`config.mk`:
```
export PLATFORM = sky130hd
export DESIGN_NAME = ps2_key_event_unit_flat
export DESIGN_NICKNAME = d
export VERILOG_FILES = /design/src/rtl/ps2_key_event_unit_pkg.sv /design/src/rtl/ps2_key_event_unit_if.sv /design/src/rtl/ps2_frame_rx.sv /design/src/rtl/ps2_key_event_unit.sv /design/src/flat_wrapper.sv
export SDC_FILE = /design/constraint.sdc
export NUM_CORES = 1
export LEC_CHECK = 0
export ABC_CLOCK_PERIOD_IN_PS = 2800
export BUFFER_PORTS_ARGS = -buffer_cell sky130_fd_sc_hd__buf_4
export CAP_MARGIN = 20
export CORE_UTILIZATION = 55
export CTS_BUF_LIST = sky130_fd_sc_hd__clkbuf_4 sky130_fd_sc_hd__clkbuf_8
export DETAILED_ROUTE_END_ITERATION = 16
export PLACE_DENSITY = 0.83
export SLEW_MARGIN = 40
export SYNTH_ARGS = -nofsm -noshare
export SYNTH_HDL_FRONTEND = slang
export SYNTH_SLANG_ARGS = --single-unit
```
`constraint.sdc`:
```
create_clock -name clk -period 2.8 [get_ports clk]
set_clock_uncertainty 0.15 [all_clocks]
set_input_delay 0.14 -clock clk [delete_from_list [all_inputs] [get_ports clk]]
set_output_delay 0.14 -clock clk [all_outputs]
set_load 0.01 [all_outputs]
```
`src/rtl/ps2_key_event_unit_pkg.sv`:
```
// ---------------------------------------------------------------------------
// ps2_pkg : shared types and constants for the PS/2 key event unit.
//   - PS/2 prefix bytes (E0 extended, F0 break) and the "no ASCII" code.
//   - Receiver FSM state encoding (also exported on the debug port).
//   - Event record carried through the event FIFO.
//   - With PS2_ASCII_EN defined: make-code to ASCII lookup (digits, A-Z).
// ---------------------------------------------------------------------------
package ps2_pkg;

  localparam logic [7:0] PS2_PREFIX_EXT = 8'hE0;
  localparam logic [7:0] PS2_PREFIX_BRK = 8'hF0;
  localparam logic [7:0] PS2_ASCII_NONE = 8'hFF;

  typedef enum logic [1:0] {
    RX_IDLE   = 2'd0,
    RX_DATA   = 2'd1,
    RX_PARITY = 2'd2,
    RX_STOP   = 2'd3
  } ps2_rx_state_e;

  typedef struct packed {
    logic       ext;
    logic       brk;
    logic [7:0] code;
    logic [7:0] ascii;
  } ps2_event_t;

`ifdef PS2_ASCII_EN
  // Scan code set 2 make codes for digits and letters; anything else is
  // reported as PS2_ASCII_NONE.
  function automatic logic [7:0] ps2_make_ascii(input logic [7:0] code);
    case (code)
      8'h45: return 8'h30;  8'h16: return 8'h31;  8'h1E: return 8'h32;
      8'h26: return 8'h33;  8'h25: return 8'h34;  8'h2E: return 8'h35;
      8'h36: return 8'h36;  8'h3D: return 8'h37;  8'h3E: return 8'h38;
      8'h46: return 8'h39;
      8'h1C: return 8'h41;  8'h32: return 8'h42;  8'h21: return 8'h43;
      8'h23: return 8'h44;  8'h24: return 8'h45;  8'h2B: return 8'h46;
      8'h34: return 8'h47;  8'h33: return 8'h48;  8'h43: return 8'h49;
      8'h3B: return 8'h4A;  8'h42: return 8'h4B;  8'h4B: return 8'h4C;
      8'h3A: return 8'h4D;  8'h31: return 8'h4E;  8'h44: return 8'h4F;
      8'h4D: return 8'h50;  8'h15: return 8'h51;  8'h2D: return 8'h52;
      8'h1B: return 8'h53;  8'h2C: return 8'h54;  8'h3C: return 8'h55;
      8'h2A: return 8'h56;  8'h1D: return 8'h57;  8'h22: return 8'h58;
      8'h35: return 8'h59;  8'h1A: return 8'h5A;
      default: return PS2_ASCII_NONE;
    endcase
  endfunction
`endif

endpackage

```
`src/rtl/ps2_key_event_unit_if.sv`:
```
// ---------------------------------------------------------------------------
// ps2_key_event_unit_if : key event read port.
// Handshake: the master holds ev_valid and the ev_* fields stable until the
// slave raises ev_ready; an event transfers on every clock edge where
// ev_valid & ev_ready are both high. ev_ready may be high while ev_valid is
// low (no transfer). Fields are 0 while ev_valid is low.
//   master : ev_valid, ev_code, ev_ext, ev_break, ev_ascii out; ev_ready in
//   slave  : mirror image
// ---------------------------------------------------------------------------
interface ps2_key_event_unit_if;
  logic       ev_valid;
  logic       ev_ready;
  logic [7:0] ev_code;
  logic       ev_ext;
  logic       ev_break;
  logic [7:0] ev_ascii;

  modport master (output ev_valid, ev_code, ev_ext, ev_break, ev_ascii,
                  input  ev_ready);
  modport slave  (input  ev_valid, ev_code, ev_ext, ev_break, ev_ascii,
                  output ev_ready);
endinterface

```
`src/rtl/ps2_frame_rx.sv`:
```
// ---------------------------------------------------------------------------
// ps2_frame_rx : PS/2 device-to-host frame receiver.
//   Synchronises ps2_clk/ps2_data, detects ps2_clk falling edges, and
//   shifts in start, 8 data bits (LSB first), odd parity and stop.
//   Ports:
//     clk, reset       system clock, synchronous active-high reset
//     i_ps2_clk/data   raw asynchronous PS/2 lines
//     o_byte_valid     1-cycle pulse, o_byte holds a good byte
//     o_byte           last good byte
//     o_err            1-cycle pulse on parity/stop error or timeout
//     o_state          receiver FSM state (debug)
// ---------------------------------------------------------------------------
module ps2_frame_rx
  import ps2_pkg::*;
#(
  parameter int SYNC_STAGES = 2,
  parameter int TIMEOUT_CYC = 50000
) (
  input  logic          clk,
  input  logic          reset,
  input  logic          i_ps2_clk,
  input  logic          i_ps2_data,
  output logic          o_byte_valid,
  output logic [7:0]    o_byte,
  output logic          o_err,
  output ps2_rx_state_e o_state
);

  localparam int TO_W = (TIMEOUT_CYC > 2) ? $clog2(TIMEOUT_CYC) : 1;
  localparam logic [TO_W-1:0] TO_LAST = TO_W'(TIMEOUT_CYC - 1);

  logic [SYNC_STAGES-1:0] r_clk_sync;
  logic [SYNC_STAGES-1:0] r_data_sync;
  logic                   r_clk_prev;
  ps2_rx_state_e          r_state;
  logic [7:0]             r_shift;
  logic [2:0]             r_bit_cnt;
  logic                   r_par;
  logic [TO_W-1:0]        r_to_cnt;
  logic                   r_byte_valid;
  logic [7:0]             r_byte;
  logic                   r_err;

  logic w_clk_s;
  logic w_data_s;
  logic w_fall;

  assign w_clk_s  = r_clk_sync[SYNC_STAGES-1];
  assign w_data_s = r_data_sync[SYNC_STAGES-1];
  assign w_fall   = r_clk_prev & ~w_clk_s;

  // Synchronisers reset to the idle-high line level so leaving reset never
  // fakes a falling edge.
  always_ff @(posedge clk) begin
    if (reset) begin
      r_clk_sync  <= '1;
      r_data_sync <= '1;
      r_clk_prev  <= 1'b1;
    end else begin
      r_clk_sync  <= {r_clk_sync[SYNC_STAGES-2:0], i_ps2_clk};
      r_data_sync <= {r_data_sync[SYNC_STAGES-2:0], i_ps2_data};
      r_clk_prev  <= w_clk_s;
    end
  end

  always_ff @(posedge clk) begin
    if (reset) begin
      r_state      <= RX_IDLE;
      r_shift      <= '0;
      r_bit_cnt    <= '0;
      r_par        <= 1'b0;
      r_to_cnt     <= '0;
      r_byte_valid <= 1'b0;
      r_byte       <= '0;
      r_err        <= 1'b0;
    end else begin
      r_byte_valid <= 1'b0;
      r_err        <= 1'b0;

      if (r_state == RX_IDLE || w_fall) r_to_cnt <= '0;
      else                              r_to_cnt <= r_to_cnt + 1'b1;

      case (r_state)
        RX_IDLE: begin
          if (w_fall && !w_data_s) begin
            r_state   <= RX_DATA;
            r_bit_cnt <= '0;
          end
        end
        RX_DATA: begin
          if (w_fall) begin
            r_shift   <= {w_data_s, r_shift[7:1]};
            r_bit_cnt <= r_bit_cnt + 1'b1;
            if (r_bit_cnt == 3'd7) r_state <= RX_PARITY;
          end
        end
        RX_PARITY: begin
          if (w_fall) begin
            r_par   <= w_data_s;
            r_state <= RX_STOP;
          end
        end
        RX_STOP: begin
          if (w_fall) begin
            // Good frame: stop bit high and an odd number of ones over
            // data plus parity.
            if (w_data_s && (^{r_shift, r_par})) begin
              r_byte_valid <= 1'b1;
              r_byte       <= r_shift;
            end else begin
              r_err <= 1'b1;
            end
            r_state <= RX_IDLE;
          end
        end
        default: r_state <= RX_IDLE;
      endcase

      // A stalled ps2_clk abandons the partial frame; an edge in the same
      // cycle restarts the count instead.
      if (r_state != RX_IDLE && !w_fall && r_to_cnt == TO_LAST) begin
        r_state  <= RX_IDLE;
        r_err    <= 1'b1;
        r_to_cnt <= '0;
      end
    end
  end

  assign o_byte_valid = r_byte_valid;
  assign o_byte       = r_byte;
  assign o_err        = r_err;
  assign o_state      = r_state;

endmodule

```
`src/rtl/ps2_key_event_unit.sv`:
```
// ---------------------------------------------------------------------------
// ps2_key_event_unit : PS/2 keyboard front-end.
//   Frame receiver -> E0/F0 prefix decoder -> typematic repeat filter ->
//   event FIFO -> valid/ready event port.
//   Ports:
//     clk, reset       system clock, synchronous active-high reset
//     ps2_clk/ps2_data raw asynchronous PS/2 lines
//     ev               event port (ps2_key_event_unit_if.master)
//     press_cnt        emitted make events, wraps
//     overflow         sticky: event dropped on a full FIFO
//     frame_err        sticky: parity, stop-bit or timeout error
//     dbg_rx_state     receiver FSM state (debug)
//   Build option: PS2_ASCII_EN adds the make-code ASCII table and stores the
//   ASCII byte in the FIFO; without it ev_ascii reads 8'hFF while valid.
// ---------------------------------------------------------------------------
module ps2_key_event_unit
  import ps2_pkg::*;
#(
  parameter int FIFO_DEPTH  = 8,
  parameter int CNT_W       = 16,
  parameter int SYNC_STAGES = 2,
  parameter int TIMEOUT_CYC = 50000
) (
  input  logic                   clk,
  input  logic                   reset,
  input  logic                   ps2_clk,
  input  logic                   ps2_data,
  ps2_key_event_unit_if.master   ev,
  output logic [CNT_W-1:0]       press_cnt,
  output logic                   overflow,
  output logic                   frame_err,
  output ps2_rx_state_e          dbg_rx_state
);

  localparam int PTR_W = $clog2(FIFO_DEPTH);
  localparam int EVT_W = $bits(ps2_event_t);
`ifdef PS2_ASCII_EN
  localparam int EV_W = EVT_W;
`else
  localparam int EV_W = EVT_W - 8;  // {ext, brk, code} only
`endif

  // ---------------- receiver ----------------
  logic       w_byte_valid;
  logic [7:0] w_byte;
  logic       w_rx_err;

  ps2_frame_rx #(
    .SYNC_STAGES (SYNC_STAGES),
    .TIMEOUT_CYC (TIMEOUT_CYC)
  ) u_frame_rx (
    .clk          (clk),
    .reset        (reset),
    .i_ps2_clk    (ps2_clk),
    .i_ps2_data   (ps2_data),
    .o_byte_valid (w_byte_valid),
    .o_byte       (w_byte),
    .o_err        (w_rx_err),
    .o_state      (dbg_rx_state)
  );

  // ---------------- decoder + typematic filter ----------------
  logic       r_ext;
  logic       r_brk;
  logic       r_held_valid;
  logic       r_held_ext;
  logic [7:0] r_held_code;

  logic       w_is_key;
  logic       w_held_match;
  logic       w_emit;
  ps2_event_t w_push_ev;

  assign w_is_key     = w_byte_valid && (w_byte != PS2_PREFIX_EXT) &&
                        (w_byte != PS2_PREFIX_BRK);
  assign w_held_match = r_held_valid && (r_held_ext == r_ext) &&
                        (r_held_code == w_byte);
  // Breaks always pass; a make repeating the held key is a typematic repeat.
  assign w_emit       = w_is_key && (r_brk || !w_held_match);

  always_comb begin
    w_push_ev      = '0;
    w_push_ev.ext  = r_ext;
    w_push_ev.brk  = r_brk;
    w_push_ev.code = w_byte;
`ifdef PS2_ASCII_EN
    w_push_ev.ascii = (r_ext || r_brk) ? PS2_ASCII_NONE : ps2_make_ascii(w_byte);
`else
    w_push_ev.ascii = PS2_ASCII_NONE;
`endif
  end

  always_ff @(posedge clk) begin
    if (reset) begin
      r_ext        <= 1'b0;
      r_brk        <= 1'b0;
      r_held_valid <= 1'b0;
      r_held_ext   <= 1'b0;
      r_held_code  <= '0;
    end else if (w_byte_valid) begin
      if (w_byte == PS2_PREFIX_EXT) begin
        r_ext <= 1'b1;
      end else if (w_byte == PS2_PREFIX_BRK) begin
        r_brk <= 1'b1;
      end else begin
        r_ext <= 1'b0;
        r_brk <= 1'b0;
        if (!r_brk && !w_held_match) begin
          r_held_valid <= 1'b1;
          r_held_ext   <= r_ext;
          r_held_code  <= w_byte;
        end else if (r_brk && w_held_match) begin
          r_held_valid <= 1'b0;
        end
      end
    end
  end

  // ---------------- FIFO ----------------
  logic [EV_W-1:0]  r_mem [FIFO_DEPTH];
  logic [PTR_W-1:0] r_wr_ptr;
  logic [PTR_W-1:0] r_rd_ptr;
  logic [PTR_W:0]   r_count;
  logic             r_ev_valid;
  ps2_event_t       r_ev;

  logic             w_pop;
  logic             w_full;
  logic             w_push_ok;
  logic [PTR_W:0]   w_count_after_pop;
  logic [PTR_W:0]   w_count_next;
  logic [PTR_W-1:0] w_rd_next;
  logic [EV_W-1:0]  w_mem_rd;
  ps2_event_t       w_head_next;

  assign w_pop             = r_ev_valid && ev.ev_ready;
  assign w_full            = (r_count == (PTR_W+1)'(FIFO_DEPTH));
  assign w_push_ok         = w_emit && (!w_full || w_pop);
  assign w_count_after_pop = r_count - {{PTR_W{1'b0}}, w_pop};
  assign w_count_next      = w_count_after_pop + {{PTR_W{1'b0}}, w_push_ok};
  assign w_rd_next         = r_rd_ptr + PTR_W'(w_pop);
  assign w_mem_rd          = r_mem[w_rd_next];

  // Next head of queue, so the ev_* fields can be registered. When the
  // FIFO is (or becomes) empty before this push, the head is the new event.
  always_comb begin
    w_head_next = '0;
    if (w_count_next != '0) begin
      if (w_count_after_pop == '0) begin
        w_head_next = w_push_ev;
      end else begin
`ifdef PS2_ASCII_EN
        w_head_next = ps2_event_t'(w_mem_rd);
`else
        w_head_next = ps2_event_t'({w_mem_rd, PS2_ASCII_NONE});
`endif
      end
    end
  end

  always_ff @(posedge clk) begin
    if (w_push_ok) r_mem[r_wr_ptr] <= w_push_ev[EVT_W-1 -: EV_W];
  end

  always_ff @(posedge clk) begin
    if (reset) begin
      r_wr_ptr   <= '0;
      r_rd_ptr   <= '0;
      r_count    <= '0;
      r_ev_valid <= 1'b0;
      r_ev       <= '0;
    end else begin
      if (w_push_ok) r_wr_ptr <= r_wr_ptr + 1'b1;
      r_rd_ptr   <= w_rd_next;
      r_count    <= w_count_next;
      r_ev_valid <= (w_count_next != '0);
      r_ev       <= w_head_next;
    end
  end

  // ---------------- counter and sticky flags ----------------
  logic [CNT_W-1:0] r_press_cnt;
  logic             r_overflow;
  logic             r_frame_err;

  always_ff @(posedge clk) begin
    if (reset) begin
      r_press_cnt <= '0;
      r_overflow  <= 1'b0;
      r_frame_err <= 1'b0;
    end else begin
      // Counted even when the FIFO drops the event.
      if (w_emit && !r_brk)     r_press_cnt <= r_press_cnt + 1'b1;
      if (w_emit && !w_push_ok) r_overflow  <= 1'b1;
      if (w_rx_err)             r_frame_err <= 1'b1;
    end
  end

  assign ev.ev_valid = r_ev_valid;
  assign ev.ev_code  = r_ev.code;
  assign ev.ev_ext   = r_ev.ext;
  assign ev.ev_break = r_ev.brk;
  assign ev.ev_ascii = r_ev.ascii;
  assign press_cnt   = r_press_cnt;
  assign overflow    = r_overflow;
  assign frame_err   = r_frame_err;

endmodule
```
`src/flat_wrapper.sv`:
```
// flat-port wrapper written by rule: the top's interface ports become plain ports
module ps2_key_event_unit_flat import ps2_pkg::*;
#(
  parameter int FIFO_DEPTH  = 8,
  parameter int CNT_W       = 16,
  parameter int SYNC_STAGES = 2,
  parameter int TIMEOUT_CYC = 50000
)
  (clk, reset, ps2_clk, ps2_data, press_cnt, overflow, frame_err, dbg_rx_state, ev_ev_valid, ev_ev_code, ev_ev_ext, ev_ev_break, ev_ev_ascii, ev_ev_ready);
  ps2_key_event_unit_if ev_i ();
  input  logic clk;
  input  logic reset;
  input  logic ps2_clk;
  input  logic ps2_data;
  output logic [CNT_W-1:0] press_cnt;
  output logic overflow;
  output logic frame_err;
  output ps2_rx_state_e dbg_rx_state;
  output wire logic [$bits(ev_i.ev_valid)-1:0] ev_ev_valid;
  output wire logic [$bits(ev_i.ev_code)-1:0] ev_ev_code;
  output wire logic [$bits(ev_i.ev_ext)-1:0] ev_ev_ext;
  output wire logic [$bits(ev_i.ev_break)-1:0] ev_ev_break;
  output wire logic [$bits(ev_i.ev_ascii)-1:0] ev_ev_ascii;
  input wire logic [$bits(ev_i.ev_ready)-1:0] ev_ev_ready;
  assign ev_ev_valid = ev_i.ev_valid;
  assign ev_ev_code = ev_i.ev_code;
  assign ev_ev_ext = ev_i.ev_ext;
  assign ev_ev_break = ev_i.ev_break;
  assign ev_ev_ascii = ev_i.ev_ascii;
  assign ev_i.ev_ready = ev_ev_ready;
  ps2_key_event_unit #(.FIFO_DEPTH(FIFO_DEPTH), .CNT_W(CNT_W), .SYNC_STAGES(SYNC_STAGES), .TIMEOUT_CYC(TIMEOUT_CYC)) u_core (.clk(clk), .reset(reset), .ps2_clk(ps2_clk), .ps2_data(ps2_data), .ev(ev_i), .press_cnt(press_cnt), .overflow(overflow), .frame_err(frame_err), .dbg_rx_state(dbg_rx_state));
endmodule
```
## Word level (Yosys, flattened, before mapping)

Memories as Yosys holds them, arrays and structs flattened.
Index checks and enable logic that the tools add are counted.

- Register bits: 104
- Bits in writable memories: 80
- Bits of input ports: 5
- Output and inout port bits: 39
- Word-level logic and storage cells: 126
- Memories: 1

Memories:

| memory | words | bits a word | rd ports | clocked after memory_dff | write ports | line | RTL |
|---|---|---|---|---|---|---|---|
| u_core.r_mem | 8 | 10 | 1 | 0 | 1 | ps2_key_event_unit.sv:120 | `logic [EV_W-1:0] r_mem [FIFO_DEPTH];` |

- Add/sub/neg operators: 7
- Eq/ne operators: 18
- Muxes and demuxes: 22
- Bitwise gates (word level): 7
- Reductions and logical operators: 44

Operators by type and width:

| operator | number |
|---|---|
| 16-bit by 1-bit adder with 16-bit output (second input constant) | 2 |
| 18-bit two-way mux | 1 |
| 16-bit == test (second input constant) | 1 |
| 8-bit == test (second input constant) | 2 |
| 8-bit inequality test (second input constant) | 2 |
| 1-bit logical AND | 15 |
| 1-bit two-way mux | 12 |
| 2-bit two-way mux | 5 |
| 9-bit XOR reduction | 1 |
| 8-bit == test | 1 |
| 2-bit inequality test (second input constant) | 4 |
| 2-bit one-hot mux with 4 select lines | 1 |
| 2-bit AND reduction | 4 |
| 4-bit AND reduction | 2 |
| 3-bit by 1-bit adder with 3-bit output (second input constant) | 2 |
| 1-bit logical NOT | 6 |
| 3-bit two-way mux | 2 |
| 1-bit inverter | 6 |
| 3-bit one-hot mux with 2 select lines | 1 |
| 3-bit AND reduction | 2 |
| 2-bit nonzero test | 3 |
| 3-bit OR reduction | 2 |
| 5-bit AND reduction | 1 |
| 4-bit by 1-bit adder with 4-bit output | 1 |
| other kinds (14) | 19 |

## Logic depth before layout (Yosys ltp)

- Depth after elaboration: 11
- Mapped depth: 13
- Mapped depth without buffers: 12

## Modules after synthesis

A second synthesis with hierarchy kept.

- Cell total of the unflattened synthesis: 612
- Area total of the unflattened synthesis: 7668.6 µm²

By module, submodules not included:

| module | instances | cells each | area each (µm²) | seq. area each (µm²) |
|---|---|---|---|---|
| ps2_key_event_unit | 1 | 404 | 5616.6 | 3443.3 |
| ps2_frame_rx | 1 | 208 | 2052.0 | 900.9 |

## Least setup slack after synthesis

No wires, ideal clock.

- Path type: register to register
- Start point: register u_core.u_frame_rx.r_byte[4], in the netlist u_core.u_frame_rx.o_byte[4]
- End point: memory u_core.r_mem[0][0] (netlist bit), enable pin
- Setup time: 390 ps
- Arrival: 2447 ps
- Required time: 2260 ps
- Path slack: -187 ps
- Cell stages (with the launch flop): 9
- Path buffers: 0
- Period minus slack after synthesis: 2987 ps
- Cell sequence: dfxtp_1 xor2_1 nor4_1 nand4_1 inv_1 ha_1 a31o_2 or3_1 nor3_1

- Word-level cells in the longest chain between the ends: 8
- Elaborated cells between the ends (all ways): 12
- Those cells by class: eq/ne: 3; mux: 2; reduce/logical: 7

Ends and longest elaborated chain:

| what | line | RTL |
|---|---|---|
| from (decl) | ps2_frame_rx.sv:41 | `logic [7:0] r_byte;` |
| from (signal assigned) | ps2_frame_rx.sv:109 | `r_byte <= r_shift;` |
| 8-bit == test | ps2_key_event_unit.sv:77 | `(r_held_code == w_byte);` |
| 1-bit logical AND | ps2_key_event_unit.sv:76 | `assign w_held_match = r_held_valid && (r_held_ext == r_ext) &&` |
| 1-bit logical NOT | ps2_key_event_unit.sv:79 | `assign w_emit = w_is_key && (r_brk \|\| !w_held_match);` |
| 1-bit logical OR | ps2_key_event_unit.sv:79 |  |
| 1-bit logical AND * | ps2_key_event_unit.sv:79 |  |
| 1-bit logical AND * | ps2_key_event_unit.sv:138 | `assign w_push_ok = w_emit && (!w_full \|\| w_pop);` |
| 1-bit two-way mux * | ps2_key_event_unit.sv:162 | `if (w_push_ok) r_mem[r_wr_ptr] <= w_push_ev[EVT_W-1 -: EV_W];` |
| 1-bit two-way mux (not written as such) * | ps2_key_event_unit.sv:162 |  |
| to (decl) | ps2_key_event_unit.sv:120 |  |

Every way passes the cells marked *; elsewhere a longest branch is shown, timed or not.

## Worst setup path in the final report

- Start point: register u_core.r_held_code[4]
- End point: register u_core.r_ev (netlist bit u_core.ev.ev_ascii[6])

- Word-level cells in the longest chain between the ends: 10

Ends and longest elaborated chain:

| what | line | RTL |
|---|---|---|
| from (decl) | ps2_key_event_unit.sv:67 | `logic [7:0] r_held_code;` |
| from (signal assigned) | ps2_key_event_unit.sv:111 | `r_held_code <= w_byte;` |
| 8-bit == test | ps2_key_event_unit.sv:77 |  |
| 1-bit logical AND | ps2_key_event_unit.sv:76 |  |
| 1-bit logical NOT | ps2_key_event_unit.sv:79 |  |
| 1-bit logical OR | ps2_key_event_unit.sv:79 |  |
| 1-bit logical AND | ps2_key_event_unit.sv:79 |  |
| 1-bit logical AND | ps2_key_event_unit.sv:138 |  |
| via u_core.w_push_ok | ps2_key_event_unit.sv:129 | `logic w_push_ok;` |
| 4-bit by 1-bit adder with 4-bit output | ps2_key_event_unit.sv:140 | `assign w_count_next = w_count_after_pop + {{PTR_W{1'b0}}, w_push_ok};` |
| 4-bit nonzero test | ps2_key_event_unit.sv:148 | `if (w_count_next != '0) begin` |
| 1-bit inverter (no source line) | -- |  |
| 2-bit OR reduction (no source line) | -- |  |
| to (signal assigned) | ps2_key_event_unit.sv:177 | `r_ev <= w_head_next;` |
| to (decl) | ps2_key_event_unit.sv:125 | `ps2_event_t r_ev;` |

The timed path passes the listed nets, and every way through them passes these cells.
A chain may end at the register's enable or synchronous reset.

==> flow_metrics.tcl <==
set metrics [dict create \
    layout.nets 706 \
    critPathArrivalTime_ns 3.04 \
    final_cell_mix "dfxtp_1, edfxtp_1, buf_4, nor2_1, a21oi_1" \
    antennaDiodeCount 0 \
    criticalPathCategory "flop to flop" \
    fmax_ghz 0.3499 \
    ys_seq_elements 177 \
    ys_seq_area_frac 0.5745 \
    clk_pin_slew_worst_paths_ns 0.09 \
    synthCells 610 \
    worst_setup_path_end_kind "flop" \
    grt_pass1_wl_mm 25.71 \
    grt_usage 0.2358 \
    fillerInstances 926 \
    pre_cts_ws_ns -0.2331 \
    cp_slowest_cell "dfxtp_2" \
    synth_edf_count 80 \
    grt_pass1_vias 5239 \
    holdPathStages 5 \
    rsz0062_at_grt "true" \
    die_area_um2 14220 \
    crit_chain "xor2_1 -> nor4_1 -> nand4_1 -> inv_1 -> ha_2 -> a31o_4 -> nor2_4 -> ha_4 -> ha_4 -> xnor2_2 -> nor3_2 -> buf_6 -> buf_6 -> a21oi_2" \
    async_flop_share 0 \
    vdd_drop_max_v 0.0003971 \
    firstDrtPassIters 5 \
    critPathLaunchType "flop" \
    cts_tree "yes" \
    cts-root-buf "clkbuf_8" \
    reg2reg_to "u_core.ev.ev_ascii[6]$_SDFF_PP0_" \
    cts_made_buffers 17 \
    grt_max_degree 52 \
    wl_per_cell_um 19.31 \
    cp-startpoint "u_core.r_held_code[4]$_SDFFE_PP0P_" \
    drc 0 \
    hp-class "input port to flop" \
    wl_met1_mm 6.586 \
    place_congestion 0.8473 \
    reg2reg_depth 14 \
    max_slew_margin 0.6012 \
    routed_wl_mm 16.86 \
    wl_met2_mm 8.942 \
    period_minus_slack_ns 2.858 \
    hold_end "u_core.r_wr_ptr[1]$_SDFFE_PP0P_" \
    synth_nets 632 \
    slowest_delay_ns 0.34 \
    fp.dieH_um 119.3 \
    layout_commonest_cell "dfxtp_1" \
    wl_met3_um 870 \
    critPathTopFamily "simple AND/OR/NAND/NOR gates" \
    reg2reg_from "u_core.r_held_code[4]$_SDFFE_PP0P_" \
    yosysWarnings 0 \
    syn_avg_cell_area_um2 12.40 \
    via_per_inst 5.926 \
    fin_ws_ns -0.05823 \
    start_util 0.5665 \
    fin_util 0.6756 \
    overflow 0 \
    die_w_um 119.3 \
    hold_violations 0 \
    topRoutingLayerUsed "met4" \
    crit_buf_inv 3 \
    rows 42 \
    port_buffers 43 \
    leakagePower_nw 3.287 \
    hold_ws_ns 0.09522 \
    powerDensity_nw_per_um2 737.5 \
    maxCapViolations 0 \
    r2r_slack_ns -0.06 \
    required_ns 2.98 \
    drv_slew 0 \
    areaGrowthSynthToFinish_pct 19.26 \
    synth_area_um2 7561 \
    finalSetupViolCount 8 \
    io_pins 44 \
    htree_num_levels 4 \
    dp_hpwl_mm 10.35 \
    regArea_um2 4352 \
    clk-insertion-delay-late_ns 0.47 \
    cp_max_fo 5 \
    synth.distinct_cells 55 \
    worst_pin_slew_ns 0.5982 \
    hp-start "ev_ev_ready" \
    num_vias 5173 \
    core_um2 13350 \
    drive_gt1_frac 0.2755 \
    violations "setup timing" \
    finalCritPeriodShare 1.021 \
    postRouteAntennaNets 0 \
    dr.first_iter.drc_count 413 \
    cts_sinks 177 \
    antenna_found_initial 0 \
    cts_buffer_depth 2 \
    multi_input_area_um2 3288 \
    status "finished, violations left" \
    ys.flop_type "dfxtp_1" \
]
[registers in the layout, summed over array words and instances, names as in the netlist, 4 cells and up]
register and flops:
u_core.r_count 4, u_core.ev.ev_code 8, u_core.u_frame_rx.r_to_cnt 16, u_core.u_frame_rx.r_shift 8, u_core.u_frame_rx.o_byte 8, u_core.r_mem 80
u_core.press_cnt 16, u_core.r_held_code 8
[tightest hold or removal path: stages]
cell and delay, ns:
buf_4 0.11, nand2_1 0.14, a31oi_1 0.14, nand3_1 0.08
a21oi_1 0.06
[report_power, final]
group / total [mW] / internal (mW) / switching, mW / leakage (nW)
Clock: 1.77 / 0.830 / 0.944 / 0.204
Combinational: 2.04 / 0.931 / 1.11 / 1.55
Sequential: 2.84 / 2.77 / 0.0740 / 1.53
Total: 6.65 / 4.53 / 2.12 / 3.29
[final cells by class]
class                           instances  area share
Clock inverter                         14     0.01679
Timing Repair Buffer                   86     0.07826
Multi-Input combinational cell        388      0.3646
Clock buffer                           18     0.02747
Inverter                               14    0.005828
Tap cell                              176     0.02442
Sequential cell                       177      0.4826
[routing by layer]
layer | global-route usage | up-vias
met2 | 0.4172 | 192
met3 | 0.04981 | 43
met1 | 0.2757 | 2536
met5 | 0 | -
li1 | - | 2402
met4 | 0.1005 | 0
[worst max-delay path by stage]
stage / end / slack [ns] / cells after the start
6_report: u_core.ev.ev_ascii[6]$_SDFF_PP0_ / -0.06 / 14
5_1_grt: u_core.ev.ev_code[2]$_SDFF_PP0_ / -0.15 / 13
4_1_cts: u_core.ev.ev_code[5]$_SDFF_PP0_ / 0.02 / 13
3_5_place_dp: u_core.ev.ev_code[2]$_SDFF_PP0_ / -0.23 / 13
3_3_place_gp: u_core.ev.ev_code[7]$_SDFF_PP0_ / 0.06 / 13
2_1_floorplan: u_core.ev.ev_code[0]$_SDFF_PP0_ / 0.02 / 13
[cells by family (layout without fill, tap and decap cells)]
logic type,Yosys count,count (layout),synth area share
flops,177,177,0.5745
buf+inv,46,132,0.02896
compound gates,81,82,0.06867
fa+ha+maj,17,17,0.02813
simple gates,195,195,0.1410
mux,58,58,0.1132
xor+xnor,36,36,0.04551
[per-stage QoR]
stage                     setup TNS, ns  area (um^2)  power (mW)  instances
after floorplan                       0         7575       3.881        610
after global placement                0         8212       4.189        827
after detailed placement         -1.047         8212       4.253        827
after CTS                             0         8797       6.219        870
after global routing             -1.436         9017       6.888        873
final                           -0.2181         9017       6.651        873
[synth_stat cells (all sizes together), types with 9 or more instances]
| master | number | area, um^2 |
|---|---|---|
| nand2b | 21 | 131.4 |
| or4 | 10 | 75.07 |
| nand2 | 17 | 63.81 |
| nor2b | 10 | 62.56 |
| buf | 17 | 110.1 |
| o31ai | 9 | 67.56 |
| a21oi | 38 | 190.2 |
| mux4 | 20 | 450.4 |
| xnor2 | 13 | 113.9 |
| mux2i | 28 | 292.8 |
| mux2 | 10 | 112.6 |
| edfxtp | 80 | 2402 |
| clkbuf | 15 | 56.30 |
| nor3 | 17 | 85.08 |
| o21ai | 11 | 58.80 |
| nor2 | 50 | 187.7 |
| nand3 | 17 | 85.08 |
| inv | 14 | 52.55 |
| ha | 17 | 212.7 |
| xor2 | 21 | 183.9 |
| dfxtp | 97 | 1942 |
| a2111oi | 11 | 97.59 |
[timing repair]
item	4_1_cts	5_1_grt
setup buffers	7	1
resized for setup	26	31
setup endpoints to repair	10	21
hold buffers	3	0
gates cloned	1	2
pin swaps	4	18
hold endpoints to repair	32	0
(Power assumes the default switching activity.)
